$ cat config.mk
export PLATFORM = sky130hd
export DESIGN_NAME = tohost_monitor
export DESIGN_NICKNAME = d
export VERILOG_FILES = /design/src/rtl/tohost_monitor.sv
export SDC_FILE = /design/constraint.sdc
export NUM_CORES = 1
export LEC_CHECK = 0
export ABC_AREA = 1
export CAP_MARGIN = 20
export CORE_ASPECT_RATIO = 0.8
export CORE_MARGIN = 5
export CORE_UTILIZATION = 35
export DETAILED_ROUTE_END_ITERATION = 16
export GPL_TIMING_DRIVEN = 0
export PLACE_DENSITY_LB_ADDON = 0.25
export SLEW_MARGIN = 20
export SYNTH_ARGS = -nofsm -noshare
export SYNTH_HDL_FRONTEND = slang
export SYNTH_SLANG_ARGS = --single-unit
$ cat constraint.sdc
create_clock -name clk -period 2.2 [get_ports clk]
set_input_delay 0.44 -clock clk [delete_from_list [all_inputs] [get_ports clk]]
set_output_delay 0.44 -clock clk [all_outputs]
set_load 0.02 [all_outputs]
$ cat src/rtl/tohost_monitor.sv
// Snoops the core's store path for the riscv-tests tohost word and reports sticky pass/fail/timeout status.
// Optional feature: define TOHOST_WATCHDOG_EN to enable the cycle watchdog and TIMEOUT state.
module tohost_monitor #(
  parameter logic [31:0] TOHOST_ADDR    = 32'h0000_1000,
  parameter int unsigned WATCHDOG_TICKS = 6000
) (
  input  logic        clk,
  input  logic        rst,
  input  logic        mem_we,
  input  logic [31:0] mem_addr,
  input  logic [31:0] mem_wdata,
  input  logic [3:0]  mem_wmask,
  output logic        done,
  output logic        pass,
  output logic [30:0] fail_id,
  output logic        timeout,
  output logic [31:0] cycle_count
);

  typedef enum logic [1:0] {
    RUN     = 2'd0,
    DONE    = 2'd1,
    TIMEOUT = 2'd2
  } state_t;

  localparam logic [31:0] EXPIRE_COUNT = 32'(WATCHDOG_TICKS - 1);

`ifdef TOHOST_WATCHDOG_EN
  localparam bit WATCHDOG_EN = 1'b1;
`else
  localparam bit WATCHDOG_EN = 1'b0;
`endif

  state_t state;
  logic   accept;
  logic   expire;

  // Only full-word odd writes terminate the test; even values are syscall/clear traffic.
  assign accept = mem_we && (mem_addr == TOHOST_ADDR) && (mem_wmask == 4'hF) && mem_wdata[0];
  assign expire = WATCHDOG_EN && (cycle_count == EXPIRE_COUNT);

  // NOTE: sequential state uses non-blocking assignments so every register samples pre-edge values.
  always_ff @(posedge clk or posedge rst) begin
    if (rst) begin
      state       <= RUN;
      pass        <= 1'b0;
      fail_id     <= '0;
      cycle_count <= '0;
    end else begin
      case (state)
        RUN: begin
          if (cycle_count != 32'hFFFF_FFFF) cycle_count <= cycle_count + 32'd1;
          // A store in the expiry cycle takes priority over the watchdog.
          if (accept) begin
            state   <= DONE;
            pass    <= (mem_wdata == 32'd1);
            fail_id <= (mem_wdata == 32'd1) ? 31'd0 : mem_wdata[31:1];
          end else if (expire) begin
            state <= TIMEOUT;
          end
        end
        default: ;
      endcase
    end
  end

  assign done = (state != RUN);

`ifdef TOHOST_WATCHDOG_EN
  assign timeout = (state == TIMEOUT);
`else
  assign timeout = 1'b0;
`endif

endmodule

==> flow_summary.json <==
{
  "dp.cells": 835,
  "finalWirelength_mm": 11.7,
  "finClkSkew_ns": 0.00854,
  "ir_worst_vdd_uv": 341,
  "yosysSeqAreaShare_pct": 43.9,
  "cp-start-kind": "flip-flop",
  "viasPerCell": 4.64,
  "fmax_mhz": 503,
  "root_buffer": "clkbuf_16",
  "grt_pass1_vias": 3749,
  "reg2reg_slack_ns": 0.21,
  "rsz0062_at_grt": "yes",
  "core_um2": 10300,
  "final_common_cell": "nand2_1",
  "layout_common_cells": "nand2_1 (273), clkdlybuf4s50_1 (135), nor2_1 (89)",
  "use_met3_pct": 4.75,
  "critPathRequiredTime_ns": 2.42,
  "synthCells": 559,
  "grt_use_met1_pct": 24.9,
  "yosysWarnings": 0,
  "dieArea_um2": 12800,
  "io_buffers": 135,
  "period_share_pct": 90.4,
  "hold_viol": 0,
  "cts_sinks": 65,
  "hold_path_class": "input pin to async pin",
  "antenna_left": 0,
  "drv_slew": 0,
  "avgSynthCellArea_um2": 6.63,
  "cts_tree": "yes",
  "cts_buffers": 9,
  "synth_area_leader_cell": "dfrtp_1",
  "n_antenna_cell": 0,
  "grt_antenna_before_repair": 0,
  "grt_busiest_layer": "met2",
  "tns_ns": 0,
  "final_core_util_pct": 54.2,
  "drt_iter0_drc": 303,
  "worstSetupPathType": "flip-flop to flip-flop",
  "worst_ep_arrival_time_ns": 2.21,
  "pin_count": 137,
  "endpoint_kind": "flip-flop",
  "overflow": 0,
  "synth_area_leaders": "dfrtp_1 (44%), nand2_1 (28%), nor2_1 (9.0%)",
  "area_growth_syn_to_layout_pct": 50.2,
  "grt_max_degree": 46,
  "yosysTopAreaCellShare_pct": 43.9,
  "start_util_pct": 36.0,
  "postCtsSetupBuffers": 0,
  "dp_hpwl_mm": 9.23,
  "drt_pass1_iterations": 5,
  "die_h_um": 102,
  "htree_levels": 3,
  "ys_types": 21,
  "grt_pass1_wl_mm": 18.7,
  "path_clk_slew_ns": 0.06,
  "crit_path_max_fanout": 10,
  "wl_per_cell_um": 13.8,
  "met2_usage_pct": 29.0,
  "p_leak_nw": 2.58,
  "status": "finished, final reports clean",
  "fin_crit_ns": 1.99,
  "synth_seq_cells": 65,
  "gp_congestion": 0.972,
  "grt_util_all_layers_pct": 18.5,
  "drc": 0,
  "clkLatencyLatePin_ns": 0.33,
  "syn_area_um2": 3710,
  "num_vias": 3950,
  "synthesis.nets": 631,
  "drive_above_1_share_pct": 4.78,
  "fin_hold_ws_ns": 0.421,
  "instances_no_fill": 851,
  "setup_violations": 0,
  "die_w_um": 125,
  "maxCapViolations": 0,
  "clockBufferDepth": 2,
  "fp-row-count": 33,
  "power.density_nw_per_um2": 510,
  "cts_hold_buf": 0,
  "finalPower_mw": 2.84,
  "nNetsFinal": 778
}
-- area by class of cell --
class                   instances  area (um^2)
fillers                      1005         4710
flip-flops and latches         65         1630
repair buffers                136         1380
well taps                     140          175
inverters                      33          126
plain buffers                  16         85.1
multi-input cells             445         1870
clock buffers                   9          225
clock inverters                 7         78.8
-- state kept, by name (all words and copies together), names as in the netlist --
name	count
cycle_count	32
fail_id	31
pass	1
state	1
-- Yosys cell counts (all sizes together) --
| library cell | n |
|---|---|
| buf | 7 |
| clkbuf | 9 |
| conb | 1 |
| dfrtp | 65 |
| ha | 1 |
| inv | 33 |
| nand2 | 276 |
| nand3 | 49 |
| nand3b | 3 |
| nand4 | 5 |
| nor2 | 93 |
| o21ai | 5 |
| xnor2 | 7 |
| xor2 | 5 |
-- power by group --
part | leakage, nW | total (mW) | internal, mW | switching, mW
Sequential | 0.898 | 1.20 | 1.20 | 0.00000000000240
Clock | 0.139 | 1.46 | 0.887 | 0.573
Combinational | 1.55 | 0.185 | 0.123 | 0.0619
-- final timing paths --
| kind | startpoint | end | cells past startpoint |
|---|---|---|---|
| worst max-delay path | cycle_count[0] | cycle_count[6] | 12 |
| worst min-delay path | rst | cycle_count[21] | 2 |
| worst max register to register | cycle_count[0] | cycle_count[6] | 12 |
| worst min register to register | fail_id[13] | fail_id[13] | 2 |
| max in group asynchronous | rst | cycle_count[7] | 3 |
| min in group clk | fail_id[13] | fail_id[13] | 2 |
-- repair_timing --
| item | 4_1_cts | 5_1_grt |
|---|---|---|
| gates resized for setup | 0 | 2 |
| endpoints found under the hold margin | 0 | 0 |
| setup endpoints to repair | 0 | 8 |
-- cells by family after synthesis --
logic type / share of synthesized area (%)
compound gates: 0.675
xor+xnor: 2.84
flops: 43.9
buf+inv: 5.60
fa+ha+maj: 0.338
simple gates: 46.6
other cells: 0.101
-- per-layer routing --
metal / vias up / share of wire (%)
met4: 0 / 2.2
met5: - / 0
met1: 1795 / 46
met2: 125 / 45
met3: 21 / 6.6
li1: 2009 / -
-- critical path, cell delays in order, from the launching register on --
cell and delay, ns:
dfrtp_1 0.42, ha_1 0.27, inv_1 0.09, nor2_2 0.12, nand2_2 0.15, nor2_8 0.19, nand2_4 0.08, nand2_4 0.12
inv_2 0.05, buf_6 0.13, buf_6 0.14, nand2_1 0.06, nand2_1 0.05
-- stage by stage --
step	worst slack, ns	instance area (um^2)
3_3_place_gp	-1.06	5230
2_1_floorplan	0.134	3710
3_5_place_dp	-0.157	5260
4_1_cts	0.189	5570
5_1_grt	-0.00406	5570
6_report	0.212	5570
(Power assumes the default switching activity.)
